<file path="config.mk">
export PLATFORM = sky130hd
export DESIGN_NAME = me_dmem_port
export DESIGN_NICKNAME = d
export VERILOG_FILES = /design/src/rtl/me_dmem_port.sv
export SDC_FILE = /design/constraint.sdc
export NUM_CORES = 1
export LEC_CHECK = 0
export BUFFER_PORTS_ARGS = -buffer_cell sky130_fd_sc_hd__buf_2
export CAP_MARGIN = 30
export CORE_MARGIN = 2
export CORE_UTILIZATION = 45
export DETAILED_ROUTE_END_ITERATION = 10
export HOLD_SLACK_MARGIN = 0.1
export PLACE_DENSITY = 0.8
export REMOVE_ABC_BUFFERS = 1
export SYNTH_ARGS = -nofsm -noshare
export SYNTH_HDL_FRONTEND = slang
export SYNTH_SLANG_ARGS = --single-unit
</file>
<file path="constraint.sdc">
create_clock -name clk -period 2 [get_ports clk]
set_input_delay 0.1 -clock clk [delete_from_list [all_inputs] [get_ports clk]]
set_output_delay 0.1 -clock clk [all_outputs]
set_load 0.05 [all_outputs]
</file>
<file path="src/rtl/me_dmem_port.sv">
// me_dmem_port: memory-stage data-memory access unit.
// Takes the ME-stage address, store data and load/store type, runs one
// valid/ready request (plus a response wait for loads) on the data-memory
// bus, returns aligned and extended load data, and stalls the upstream
// EX->ME register while an access is in flight.
//
// Optional feature macro: MISALIGN_TRAP_EN. When defined, misaligned
// halfword/word accesses skip the bus and pulse me_misaligned. When left
// undefined, me_misaligned stays 0 and offending low address bits are ignored.
//
// Ports:
//   clk, rst                     clock, synchronous active-high reset
//   me_alu_result                effective byte address
//   me_data_rs2_data             store data
//   me_control_mem_read  [2:0]   load type (LB/LH/LW/LBU/LHU, else none)
//   me_control_mem_write [1:0]   store type (SB/SH/SW, 00 none)
//   dmem_req_*, dmem_addr/we/wstrb/wdata   registered request bus
//   dmem_rsp_valid, dmem_rdata   load response channel
//   me_load_data                 extended load result, held until next load
//   me_stall                     hold upstream pipeline register
//   me_bus_err                   one-cycle pulse on access timeout
//   me_misaligned                one-cycle pulse on trapped misaligned access
//
// State | meaning
// IDLE  | waiting for an access; latches the request when one appears
// REQ   | request valid on the bus, waiting for ready
// RESP  | load accepted, waiting for the response word
// DONE  | one-cycle completion; stall released so upstream advances
module me_dmem_port #(
  parameter int DATA_WIDTH     = 32,
  parameter int TIMEOUT_CYCLES = 255
) (
  input  logic                  clk,
  input  logic                  rst,
  input  logic [DATA_WIDTH-1:0] me_alu_result,
  input  logic [DATA_WIDTH-1:0] me_data_rs2_data,
  input  logic [2:0]            me_control_mem_read,
  input  logic [1:0]            me_control_mem_write,
  output logic                  dmem_req_valid,
  input  logic                  dmem_req_ready,
  output logic [DATA_WIDTH-1:0] dmem_addr,
  output logic                  dmem_we,
  output logic [3:0]            dmem_wstrb,
  output logic [DATA_WIDTH-1:0] dmem_wdata,
  input  logic                  dmem_rsp_valid,
  input  logic [DATA_WIDTH-1:0] dmem_rdata,
  output logic [DATA_WIDTH-1:0] me_load_data,
  output logic                  me_stall,
  output logic                  me_bus_err,
  output logic                  me_misaligned
);

  typedef enum logic [1:0] {S_IDLE, S_REQ, S_RESP, S_DONE} state_t;

  localparam logic [9:0] CNT_LAST = 10'(TIMEOUT_CYCLES - 1);

  state_t      state_q, state_d;
  logic        req_valid_q, req_valid_d;
  logic [31:0] addr_q, addr_d;
  logic        we_q, we_d;
  logic [3:0]  wstrb_q, wstrb_d;
  logic [31:0] wdata_q, wdata_d;
  logic [2:0]  ld_type_q, ld_type_d;
  logic        is_load_q, is_load_d;
  logic [1:0]  off_q, off_d;
  logic [9:0]  cnt_q, cnt_d;
  logic [31:0] load_data_q, load_data_d;
  logic        bus_err_q, bus_err_d;
  logic        misaligned_q, misaligned_d;

  logic        is_load, is_store, access, mis_access;
  logic [1:0]  sz, eff_off;
  logic [3:0]  wstrb_new;
  logic [31:0] wdata_new, rd_shift, ld_ext;

  always_comb begin
    is_load = 1'b0;
    case (me_control_mem_read)
      3'b001, 3'b010, 3'b011, 3'b101, 3'b110: is_load = 1'b1;
      default:                                 is_load = 1'b0;
    endcase
  end

  assign is_store = (me_control_mem_write != 2'b00);
  assign access   = is_load | is_store;
  // Load and store encodings share the low two bits for size: 01 byte, 10 half, 11 word.
  assign sz       = is_load ? me_control_mem_read[1:0] : me_control_mem_write;

  always_comb begin
    eff_off = 2'b00;
    case (sz)
      2'b01:   eff_off = me_alu_result[1:0];
      2'b10:   eff_off = {me_alu_result[1], 1'b0};
      default: eff_off = 2'b00;
    endcase
  end

`ifdef MISALIGN_TRAP_EN
  assign mis_access = ((sz == 2'b10) && me_alu_result[0]) ||
                      ((sz == 2'b11) && (me_alu_result[1:0] != 2'b00));
`else
  assign mis_access = 1'b0;
`endif

  always_comb begin
    wstrb_new = 4'b0000;
    wdata_new = 32'h0;
    if (!is_load) begin
      case (sz)
        2'b01: begin
          wstrb_new = 4'b0001 << eff_off;
          wdata_new = {4{me_data_rs2_data[7:0]}};
        end
        2'b10: begin
          wstrb_new = me_alu_result[1] ? 4'b1100 : 4'b0011;
          wdata_new = {2{me_data_rs2_data[15:0]}};
        end
        2'b11: begin
          wstrb_new = 4'b1111;
          wdata_new = me_data_rs2_data;
        end
        default: begin
          wstrb_new = 4'b0000;
          wdata_new = 32'h0;
        end
      endcase
    end
  end

  assign rd_shift = dmem_rdata >> {off_q, 3'b000};

  always_comb begin
    ld_ext = rd_shift;
    case (ld_type_q)
      3'b001:  ld_ext = {{24{rd_shift[7]}}, rd_shift[7:0]};
      3'b010:  ld_ext = {{16{rd_shift[15]}}, rd_shift[15:0]};
      3'b101:  ld_ext = {24'h0, rd_shift[7:0]};
      3'b110:  ld_ext = {16'h0, rd_shift[15:0]};
      default: ld_ext = dmem_rdata;
    endcase
  end

  always_comb begin
    state_d      = state_q;
    req_valid_d  = req_valid_q;
    addr_d       = addr_q;
    we_d         = we_q;
    wstrb_d      = wstrb_q;
    wdata_d      = wdata_q;
    ld_type_d    = ld_type_q;
    is_load_d    = is_load_q;
    off_d        = off_q;
    cnt_d        = cnt_q;
    load_data_d  = load_data_q;
    bus_err_d    = 1'b0;
    misaligned_d = 1'b0;
    case (state_q)
      S_IDLE: begin
        if (access) begin
          is_load_d = is_load;
          ld_type_d = me_control_mem_read;
          off_d     = eff_off;
          cnt_d     = 10'd0;
          if (mis_access) begin
            state_d      = S_DONE;
            misaligned_d = 1'b1;
            if (is_load) load_data_d = 32'h0;
          end else begin
            state_d     = S_REQ;
            req_valid_d = 1'b1;
            addr_d      = {me_alu_result[31:2], 2'b00};
            we_d        = ~is_load;
            wstrb_d     = wstrb_new;
            wdata_d     = wdata_new;
          end
        end
      end
      S_REQ: begin
        if (dmem_req_ready) begin
          req_valid_d = 1'b0;
          cnt_d       = 10'd0;
          state_d     = is_load_q ? S_RESP : S_DONE;
        end else if (cnt_q == CNT_LAST) begin
          req_valid_d = 1'b0;
          state_d     = S_DONE;
          bus_err_d   = 1'b1;
          if (is_load_q) load_data_d = 32'h0;
        end else begin
          cnt_d = cnt_q + 10'd1;
        end
      end
      S_RESP: begin
        if (dmem_rsp_valid) begin
          load_data_d = ld_ext;
          state_d     = S_DONE;
        end else if (cnt_q == CNT_LAST) begin
          load_data_d = 32'h0;
          state_d     = S_DONE;
          bus_err_d   = 1'b1;
        end else begin
          cnt_d = cnt_q + 10'd1;
        end
      end
      default: begin
        // DONE always retires; the upstream register advances on this edge.
        state_d = S_IDLE;
        cnt_d   = 10'd0;
      end
    endcase
  end

  always_ff @(posedge clk) begin
    if (rst) begin
      state_q      <= S_IDLE;
      req_valid_q  <= 1'b0;
      addr_q       <= 32'h0;
      we_q         <= 1'b0;
      wstrb_q      <= 4'b0000;
      wdata_q      <= 32'h0;
      ld_type_q    <= 3'b000;
      is_load_q    <= 1'b0;
      off_q        <= 2'b00;
      cnt_q        <= 10'd0;
      load_data_q  <= 32'h0;
      bus_err_q    <= 1'b0;
      misaligned_q <= 1'b0;
    end else begin
      state_q      <= state_d;
      req_valid_q  <= req_valid_d;
      addr_q       <= addr_d;
      we_q         <= we_d;
      wstrb_q      <= wstrb_d;
      wdata_q      <= wdata_d;
      ld_type_q    <= ld_type_d;
      is_load_q    <= is_load_d;
      off_q        <= off_d;
      cnt_q        <= cnt_d;
      load_data_q  <= load_data_d;
      bus_err_q    <= bus_err_d;
      misaligned_q <= misaligned_d;
    end
  end

  assign dmem_req_valid = req_valid_q;
  assign dmem_addr      = addr_q;
  assign dmem_we        = we_q;
  assign dmem_wstrb     = wstrb_q;
  assign dmem_wdata     = wdata_q;
  assign me_load_data   = load_data_q;
  assign me_bus_err     = bus_err_q;
  assign me_misaligned  = misaligned_q;
  assign me_stall       = ((state_q == S_IDLE) && access) ||
                          (state_q == S_REQ) || (state_q == S_RESP);

endmodule

</file>
Yosys cells after proc, flatten, opt, wreduce, memory -nomap -nowiden. Cells that the tools add are included.

Add/subtract/negate cells: 1. Multipliers: 0. Div/mod/pow operators: 0. Magnitude comparators: 0. Equal/unequal tests: 22. Shift operators: 2. Multiplexer cells: 34. Bitwise logic cells: 2. Reductions and logical operators: 12.

Operators by type and width (number): $mux W32 (6); $pmux W32 S4 (1); $pmux W32 S3 (1); $pmux W32 S2 (1); $mux W10 (4); $shr A32 B5 Y16 (1); $pmux W10 S3 (1); $eq A3 B3 Y1 const B (4); $pmux W4 S3 (1); $add A10 B1 Y10 const B (1); $eq A10 B8 Y1 const B (1); $mux W2 (5); $ne A2 B2 Y1 const B (5); $eq A3 B2 Y1 const B (3); $mux W1 (8); $mux W4 (2); $eq A2 B2 Y1 const B (3); $eq A3 B1 Y1 const B (2); $ne A3 B3 Y1 const B (2); $pmux W2 S3 (1); $reduce_bool A2 Y1 (3); $reduce_and A5 Y1 (1); $reduce_or A5 Y1 (1); $eq A2 B1 Y1 const B (2); other kinds (10) (13).

Register bits after elaboration: 119. Bits in latches: 0. Memory bits (writable): 0. ROM bits: 0. Input bits: 105. Output and inout port bits: 105. Logic and storage cells: 85. Memories: 0.

Longest topological paths before layout.
Depth in word-level cells: 9. Mapped depth: 11.

Worst setup path before layout. Ideal clock, no wire load.

Kind: register to register. From: register cnt_q[0]. To: register load_data_q[22] (netlist: me_load_data[22]). Setup time: 138 ps. Data arrival time: 1747 ps. Data required time: 1862 ps. Path slack: 116 ps. Stages on the path, launching flop included: 9. Buffers on the path: 2. Cell sequence: dfxtp_1 > inv_1 > ha_1 > or3b_4 > o31a_1 > buf_2 > nor2_4 > buf_2 > o32ai_1.

Longest elaborated chain between the ends: 3. Elaborated cells between the ends (all ways): 4. Classes of those cells: eq/ne (3); reduce/logical (1).

RTL lines: start: declaration (RTL line 66) `logic [9:0] cnt_q, cnt_d;`; start signal: assignment (RTL line 237) `cnt_q <= cnt_d;`; $eq A10 B8 Y1 * (RTL line 183, 196); $ne A3 B3 Y1 (no line) or $ne A2 B2 Y1 (tied branches); $reduce_and A5 Y1 (no line) *; end signal: assignment (RTL line 238) `load_data_q <= load_data_d;`; end: declaration (RTL line 67) `logic [31:0] load_data_q, load_data_d;`.

Mark *: on every way between the ends. The rest lies on a longest branch, timed or not. A chain may end at the register's enable or synchronous reset.

Worst setup path after layout.
From: register state_q[0]. To: output port me_stall.

Longest elaborated chain between the ends: 4. Elaborated cells between the ends (all ways): 6. Classes of those cells: eq/ne (2); reduce/logical (4).

RTL lines: start: declaration (RTL line 57) `state_t state_q, state_d;`; start signal: assignment (RTL line 228) `state_q <= state_d;`; $logic_not A2 Y1 (RTL line 252) `assign me_stall = ((state_q == S_IDLE) && access) ||`; $logic_and A1 B1 Y1 (RTL line 252); $logic_or A1 B1 Y1 (RTL line 252); $logic_or A1 B1 Y1 * (RTL line 253) `(state_q == S_REQ) || (state_q == S_RESP);`; end: declaration (RTL line 48) `output logic me_stall,`.

Marked as above.

==> metrics.yaml <==
die_h_um: 120
hp-class: "input pin to flip-flop"
period_minus_slack_ps: 1920
hold_violations: 0
cts.sinks: 119
drtPass1Iterations: 8
ys_types: 66
combPwrFrac: 0.383
p_clk_frac: 0.326
dp_hpwl_um: 13200
vias_per_cell: 5.71
die_x_um: 120
critPathMaxStageDelay_ps: 340
diodes: 0
leakagePower_nw: 3.89
grt_remaining_overflow: 0
switching_share: 0.391
drt_iter0_drc: 669
grt_use_met3: 0.0798
synth-edff-count: 0
cp_cell_sequence: "inv_1 -> ha_2 -> buf_4 -> o41a_1 -> or3_1 -> buf_6"
setup_viol: 0
cts_tree: "done"
wl_per_cell_um: 17.5
layout.area.seq_um2: 2380
power_switching_mw: 3.83
syn_inst: 709
ios: 210
num_rows: 42
vias: 6834
syn_avg_cell_area_um2: 8.48
peakVddDrop_v: 0.000760
drc: 0
drive_gt1_frac: 0.289
crit_path_end_kind: "output pin"
setup-tns-final_ps: 0
ys_ff_latch: 119
fillCellCount: 990
routabilityCongestion: 0.922
multi_input_area_um2: 3190
fin_skew_ps: 10.5
antenna_found_initial: 0
ant_nets: 0
clockRootBuffer: "clkbuf_16"
grt_pass1_wl_um: 33300
grt-busiest-layer: "met2"
use_met1: 0.341
finalCritPeriodShare: 0.962
port_buffers: 206
ys.flop_type: "dfxtp_1"
crit_buf_inv: 3
cap_violations: 0
grt_pass1_vias: 6675
required_ps: 1900
cts_max_level: 4
coreArea_um2: 13100
worstPathArrival_ps: 1820
cp-start-kind: "flip-flop"
met2_usage: 0.485
clk_pin_slew_ps: 60
p_per_area_nw_per_um2: 1100
final_common_cell: "buf_2"
area_growth_pct: 47.4
p_int_mw: 5.95
syn_area_um2: 6010
start_util: 0.458
seqPwrFrac: 0.291
grt_usage: 0.292
slew_headroom: 0.598
fmax_mhz: 520
drt_wl_total_um: 20900
nets: 1123
ys_seq_area_frac: 0.396
power.total_mw: 9.78
status: "finished, final reports clean"
clock_latency_ps: 420
async_reset_ff_frac: 0
path_class: "flip-flop to output pin"
path_delay_family: "buffers and inverters"
yosys_warnings: 0
critPathMaxFanout: 4
grt_max_degree: 65
dieArea_um2: 14300
worst_pin_slew_ps: 597
cts_buffers: 17
final_cell_mix: "buf_2, dfxtp_1, dlygate4sd3_1, nand2_1, a21oi_1"
slew_violations: 0
slowest_stage: "dfxtp_2"
clk_path_buf_depth: 2
[cell usage after synthesis (7+ instances only)]
cell type  instances  share of area
buf_6              9          0.017
a221o_1            8          0.013
a22oi_1           27          0.034
nor3_1             8         0.0067
o211ai_1          34          0.042
nand3_1           27          0.022
a222oi_1           8          0.013
o22ai_1            8         0.0083
nand2b_1          16          0.017
a21oi_1           62          0.052
o21ai_0           11         0.0092
nor2_1            34          0.021
ha_1              11          0.023
dfxtp_1          119           0.40
nor2b_1            7         0.0073
mux2i_1            9          0.015
o32ai_1           20          0.029
nand2_1           91          0.057
inv_1             39          0.024
buf_2             19          0.016
clkbuf_1          29          0.018
a22o_1            24          0.035
o31ai_1           10          0.012
[final cells by class]
type                       instances  area share
clock buffer                      21      0.0497
sequential                       119       0.269
inverter                          39      0.0165
tap                              176      0.0249
timing repair buffer             338       0.260
clock inverter                    11      0.0198
multi-input combinational        492       0.360
[cell families (layout without fill, tap and decap cells)]
family                     count (synthesis)  in the layout  share of synthesized area
DFF                                      119            119                      0.396
buffers and inverters                    101            409                     0.0801
muxes                                      9              9                     0.0150
AOI/OAI and AO/OA                        250            251                      0.308
and+or+nand+nor                          216            216                      0.174
other                                      1              3                   0.000624
xor gates and xnor gates                   2              2                    0.00291
adders and majority gates                 11             11                     0.0229
[path summary, 6_finish.rpt]
kind	startpoint	to	slack, ps	depth (start not counted)
worst max-delay path	state_q[0]	me_stall	80	6
worst min-delay path	me_data_rs2_data[25]	dmem_wdata[25]	90	5
worst max register to register	state_q[0]	cnt_q[3]	100	6
worst min register to register	dmem_wstrb[3]	dmem_wstrb[3]	450	2
[layer usage]
layer / up-vias / share of wire
met5: - / 0
met4: 0 / 0.042
met3: 66 / 0.086
met2: 408 / 0.48
met1: 3144 / 0.39
li1: 3216 / -
[flip-flops by register name, summed over array words and instances, names as in the netlist]
signal	count
dmem_wdata	32
dmem_addr	30
me_load_data	32
off_q	2
dmem_we	1
me_bus_err	1
is_load_q	1
dmem_req_valid	1
cnt_q	10
dmem_wstrb	4
ld_type_q	3
state_q	2
[tightest hold or removal path: cells and delay by family]
kind            cells  cell delay, ps
compound gates      2             140
simple gates        1              80
buf+inv             2             140
[what timing repair did]
item,CTS,global route
endpoints found under the setup margin,1,24
pin swaps,0,2
hold buffers,94,0
cloned,0,1
hold endpoints to repair,94,0
resized for setup,4,7
buffers inserted,1,0
[power groups by stage]
| stage | Combinational (mW) | Sequential (mW) | Clock (mW) |
|---|---|---|---|
| final | 3.75 | 2.84 | 3.19 |
| after global routing | 4.00 | 2.87 | 3.33 |
| after CTS | 3.65 | 2.83 | 3.23 |
| after detailed placement | 3.44 | 2.87 | 0 |
| after global placement | 3.41 | 2.85 | 0 |
| after floorplan | 1.49 | 3.65 | 0 |
[stage by stage]
step                worst slack [ps]  area [um^2]  hold WS, ps  utilization  instances
floorplan                      -1440         5680          169            -        649
global placement                 122         7270          341        0.554       1070
detailed placement              79.0         7270          347        0.554       1070
CTS                             29.6         8850          102        0.673       1197
global route                   -4.21         8860          128        0.674       1196
finish                          75.3         8860         90.0        0.674       1196
(Power assumes the default switching activity.)
